**src/rtl/async_reset_fifo.sv**
```systemverilog
// async_reset_fifo: 16-entry x 4-bit synchronous FIFO with an asynchronous,
// active-high reset. It buffers words between a producer and a consumer.
// Each request is acknowledged for the cycle in which it is made. Read data
// is registered and appears one edge after the accepted read request.
module async_reset_fifo #(
  parameter int DATA_W     = 4,
  parameter int FIFO_DEPTH = 16,
  parameter int PTR_W      = 5
) (
  input  logic              clock,
  input  logic              reset,
  input  logic              io_wrReq_en,
  input  logic [DATA_W-1:0] io_wrReq_data,
  output logic              io_wrReq_valid,
  output logic              io_full,
  input  logic              io_rdReq_en,
  output logic [DATA_W-1:0] io_rdReq_data,
  output logic              io_rdReq_valid,
  output logic              io_empty
);

  localparam int ADDR_W = PTR_W - 1;

  // Storage is not reset. After a reset the pointers are equal, so no stale
  // word can be read.
  logic [DATA_W-1:0] r_mem [FIFO_DEPTH];

  // Each pointer has one extra MSB, the wrap bit. It tells full apart from
  // empty when the index bits are equal.
  logic [PTR_W-1:0]  r_wr_ptr;
  logic [PTR_W-1:0]  r_rd_ptr;

  logic [DATA_W-1:0] r_rd_data_p1;
  logic              r_rd_vld_p1;

  logic              w_empty;
  logic              w_full;
  logic              w_wr_accept;
  logic              w_rd_accept;
  logic [ADDR_W-1:0] w_wr_idx;
  logic [ADDR_W-1:0] w_rd_idx;

  // Status flags and request acceptance.
  // Both sides use the flags as they stand at the start of the cycle.
  // A read on a full FIFO therefore never makes room for a write in the
  // same cycle. A write on an empty FIFO never falls through to a read.
  always_comb begin
    w_wr_idx    = r_wr_ptr[ADDR_W-1:0];
    w_rd_idx    = r_rd_ptr[ADDR_W-1:0];
    w_empty     = (r_wr_ptr == r_rd_ptr);
    w_full      = (w_wr_idx == w_rd_idx) &&
                  (r_wr_ptr[PTR_W-1] != r_rd_ptr[PTR_W-1]);
    w_wr_accept = io_wrReq_en && !w_full;
    w_rd_accept = io_rdReq_en && !w_empty;
  end

  // Write pointer advances once per accepted push, wrapping modulo 2^PTR_W.
  always_ff @(posedge clock or posedge reset) begin
    if (reset) begin
      r_wr_ptr <= '0;
    end else if (w_wr_accept) begin
      r_wr_ptr <= r_wr_ptr + PTR_W'(1);
    end
  end

  // Read pointer advances once per accepted pop, wrapping modulo 2^PTR_W.
  always_ff @(posedge clock or posedge reset) begin
    if (reset) begin
      r_rd_ptr <= '0;
    end else if (w_rd_accept) begin
      r_rd_ptr <= r_rd_ptr + PTR_W'(1);
    end
  end

  // Storage write port. It holds data only and has no reset.
  always_ff @(posedge clock) begin
    if (w_wr_accept) begin
      r_mem[w_wr_idx] <= io_wrReq_data;
    end
  end

  // ---- stage p1: registered read data and its one-cycle valid pulse ----
  // Read data holds its last popped value when no pop is accepted.
  always_ff @(posedge clock or posedge reset) begin
    if (reset) begin
      r_rd_data_p1 <= '0;
    end else if (w_rd_accept) begin
      r_rd_data_p1 <= r_mem[w_rd_idx];
    end
  end

  // Valid pulses for exactly one cycle after each accepted pop.
  always_ff @(posedge clock or posedge reset) begin
    if (reset) begin
      r_rd_vld_p1 <= 1'b0;
    end else begin
      r_rd_vld_p1 <= w_rd_accept;
    end
  end

  // Drive the output ports.
  always_comb begin
    io_wrReq_valid = w_wr_accept;
    io_full        = w_full;
    io_empty       = w_empty;
    io_rdReq_data  = r_rd_data_p1;
    io_rdReq_valid = r_rd_vld_p1;
  end

endmodule

```
**config.mk**
```make
export PLATFORM = sky130hd
export DESIGN_NAME = async_reset_fifo
export DESIGN_NICKNAME = d
export VERILOG_FILES = /design/src/rtl/async_reset_fifo.sv
export SDC_FILE = /design/constraint.sdc
export NUM_CORES = 1
export LEC_CHECK = 0
export ABC_AREA = 0
export BUFFER_PORTS_ARGS = -buffer_cell sky130_fd_sc_hd__buf_2
export CAP_MARGIN = 20
export CORE_MARGIN = 2
export CORE_UTILIZATION = 30
export CTS_CLUSTER_SIZE = 30
export DETAILED_ROUTE_END_ITERATION = 10
export PLACE_DENSITY_LB_ADDON = 0.2
export SYNTH_ARGS = -nofsm -noshare
export SYNTH_HDL_FRONTEND = slang
export SYNTH_SLANG_ARGS = --single-unit
export TNS_END_PERCENT = 20
```
**constraint.sdc**
```tcl
create_clock -name clock -period 1.9 [get_ports clock]
set_input_delay 0.38 -clock clock [delete_from_list [all_inputs] [get_ports clock]]
set_output_delay 0.38 -clock clock [all_outputs]
set_load 0.02 [all_outputs]
```
==> impl_metrics.tcl <==
set metrics [dict create \
    drtPass1Iterations 4 \
    wl_per_cell_um 17.8 \
    ys_seq_area_share_pct 68.9 \
    slew_headroom_pct 57.0 \
    setup_viol 0 \
    cts_max_path_buffers 2 \
    n_fill_cell 1052 \
    diodes 0 \
    netlist_instances 181 \
    num-nets-final 242 \
    fin_ws_ns 0.00319 \
    postRouteWirelength_mm 6.68 \
    min_path_type "in -> async" \
    period_needed_ns 1.90 \
    yosys.cell_types.count 28 \
    die_h_um 109 \
    ioPinCount 16 \
    maxCapViolations 0 \
    arrival_ns 1.52 \
    placedCellCount 350 \
    yosys_most_used_dff "edfxtp_1" \
    ant_nets 0 \
    status "finished, final reports clean" \
    die_w_um 109 \
    final.period_utilization_pct 99.8 \
    drive_gt1_share_pct 39.7 \
    grtUsageTotal_pct 12.4 \
    cts_root_buf "clkbuf_8" \
    finalHoldViolCount 0 \
    clk_latency_ns 0.34 \
    grt_overflow 0 \
    critPathLaunchType "flop" \
    clk_pin_slew_worst_paths_ns 0.08 \
    drc_errors 0 \
    drtIter0Drc 50 \
    ys_seq_elements 79 \
    viasPerCell 4.58 \
    power.total_w 0.00633 \
    io_buffers 15 \
    irDropWorstVdd_uv 506 \
    place_ws_ns -0.0792 \
    critPathKind "reg -> out" \
    drv_slew 0 \
    rows 38 \
    dp_hpwl_mm 4.85 \
    avgSynthCellArea_sq_um 18.4 \
    tritoncts "done" \
    critPathCaptureType "primary output" \
    grt_max_degree 20 \
    leakagePower_nw 1.49 \
    htree_levels 3 \
    die-area_sq_mm 0.0120 \
    rsz0062_at_grt "yes" \
    tightestPinTransition_ns 0.645 \
    yosys_warnings 0 \
    area_growth_pct 22.3 \
    core_area_sq_mm 0.0108 \
    grt_pass1_vias 1824 \
    fin_skew_ns 0.00715 \
    netlist_area_sq_mm 0.00333 \
    start_util_pct 30.7 \
    cts-buffers-inserted 9 \
    power_density_mw_per_mm2 1550 \
    async_flop_share_pct 19.0 \
    cts_num_sinks 79 \
    synth_edf_count 64 \
    route.vias.total 1713 \
    antenna_found_initial 0 \
    critPathMaxFanout 4 \
    gp_congestion 0.744 \
    grt_pass1_wl_mm 10.4 \
    layout.cells.non_filler 374 \
    syn_nets 194 \
    required_ns 1.52 \
    max_freq_mhz 527 \
]
[area by class of cell]
cell class	instances	area, sq um	area share [%]
sequential	79	2300	56.5
multi-input combinational	90	1050	25.7
timing repair buffer	44	323	7.92
tap	140	175	4.30
clock buffer	9	124	3.04
clock inverter	7	87.6	2.15
inverter	5	18.8	0.461
[cells in the mapped netlist, types with 2 or more instances]
library cell | n | area share (%)
edfxtp_1 | 64 | 58
and3_1 | 15 | 2.8
dfrtp_1 | 15 | 11
mux4_2 | 12 | 8.1
xnor2_1 | 11 | 2.9
o22ai_1 | 8 | 1.5
nor2_1 | 7 | 0.79
buf_2 | 5 | 0.75
ha_1 | 5 | 1.9
inv_1 | 5 | 0.56
mux2_2 | 4 | 1.4
mux4_1 | 4 | 3.2
nor2b_1 | 4 | 0.75
o211ai_1 | 4 | 0.90
buf_6 | 2 | 0.68
mux2_1 | 2 | 0.68
nand2b_1 | 2 | 0.38
xnor2_2 | 2 | 0.98
[repair_timing]
action	4_1_cts	5_1_grt
setup buffers	5	3
hold buffers	0	0
endpoints found under the setup margin	57	6
pin swaps	3	5
resized for setup	16	12
[per-stage QoR]
step / cell area [sq um] / util [%] / hold slack [ns] / TNS (ns)
6_report: 4080 / 37.6 / 0.111 / 0
4_1_cts: 4000 / 36.9 / 0.136 / -0.148
3_3_place_gp: 3690 / 34.1 / 0.512 / -1.74
2_1_floorplan: 3330 / - / 0.281 / 0
5_1_grt: 4080 / 37.6 / 0.146 / -0.152
3_5_place_dp: 3690 / 34.1 / 0.511 / -0.821
[where the power goes]
group / total, W / internal (W) / switching (W)
clock network: 0.00132 / 0.000729 / 0.000596
logic: 0.00263 / 0.00134 / 0.00129
registers: 0.00238 / 0.00219 / 0.000192
total: 0.00633 / 0.00426 / 0.00207
[state kept, by name (all words and copies together), names as in the netlist]
name / flops
io_rdReq_data: 4
io_rdReq_valid: 1
r_wr_ptr: 5
r_mem: 64
r_rd_ptr: 5
[path summary, 6_finish.rpt]
check | start | end | slack (ns) | cells past startpoint
min in group clock | io_wrReq_en | r_wr_ptr[3]$_DFFE_PP0P_ | 0.37 | 3
worst min register to register | io_rdReq_data[2]$_DFFE_PP0P_ | io_rdReq_data[2]$_DFFE_PP0P_ | 0.56 | 1
worst max-delay path | r_wr_ptr[1]$_DFFE_PP0P_ | io_wrReq_valid | 0.003 | 4
worst max register to register | r_wr_ptr[1]$_DFFE_PP0P_ | r_rd_ptr[1]$_DFFE_PP0P_ | 0.05 | 6
worst min-delay path | reset | io_rdReq_valid$_DFF_PP0_ | 0.11 | 2
max in group asynchronous | reset | r_rd_ptr[1]$_DFFE_PP0P_ | 1.33 | 2
[logic make-up (layout without fill, tap and decap cells)]
kind of cell / Yosys count / after routing / synth area share (%)
AO/OA/AOI/OAI: 16 / 16 / 3.76
XOR/XNOR: 14 / 14 / 4.13
flip-flops: 79 / 79 / 68.9
AND/OR/NAND/NOR: 33 / 33 / 6.01
buffers and inverters: 12 / 65 / 1.99
multiplexers: 22 / 22 / 13.3
adder cells (fa/ha/maj): 5 / 5 / 1.88
[worst max-delay path, cell delays in order, from the launching register on]
cell and delay (ns):
dfrtp_2 0.44, xnor2_2 0.22, nand4_4 0.15, o21a_4 0.25, buf_6 0.12
[routing by layer]
| metal | global-route usage (%) | vias up | wire, um |
|---|---|---|---|
| met3 | 2.85 | 6 | 163 |
| met4 | 3.80 | 0 | 66 |
| met1 | 17.4 | 872 | 3290 |
| met5 | 0 | - | 0 |
| met2 | 19.2 | 20 | 3160 |
| li1 | - | 815 | - |
[cell usage in the layout (no fill, tap or decap), types with 3 or more instances in the layout]
| cell | instances |
|---|---|
| and3_1 | 15 |
| buf_2 | 12 |
| buf_4 | 26 |
| buf_6 | 6 |
| clkbuf_8 | 9 |
| clkinv_1 | 3 |
| dfrtp_1 | 12 |
| dfrtp_2 | 3 |
| edfxtp_1 | 64 |
| ha_1 | 5 |
| inv_1 | 5 |
| mux2_2 | 4 |
| mux4_1 | 4 |
| mux4_2 | 12 |
| nor2_1 | 5 |
| o211ai_1 | 4 |
| o22ai_1 | 6 |
| xnor2_1 | 8 |
| xnor2_2 | 5 |
Power figures use the tool's default switching activity.
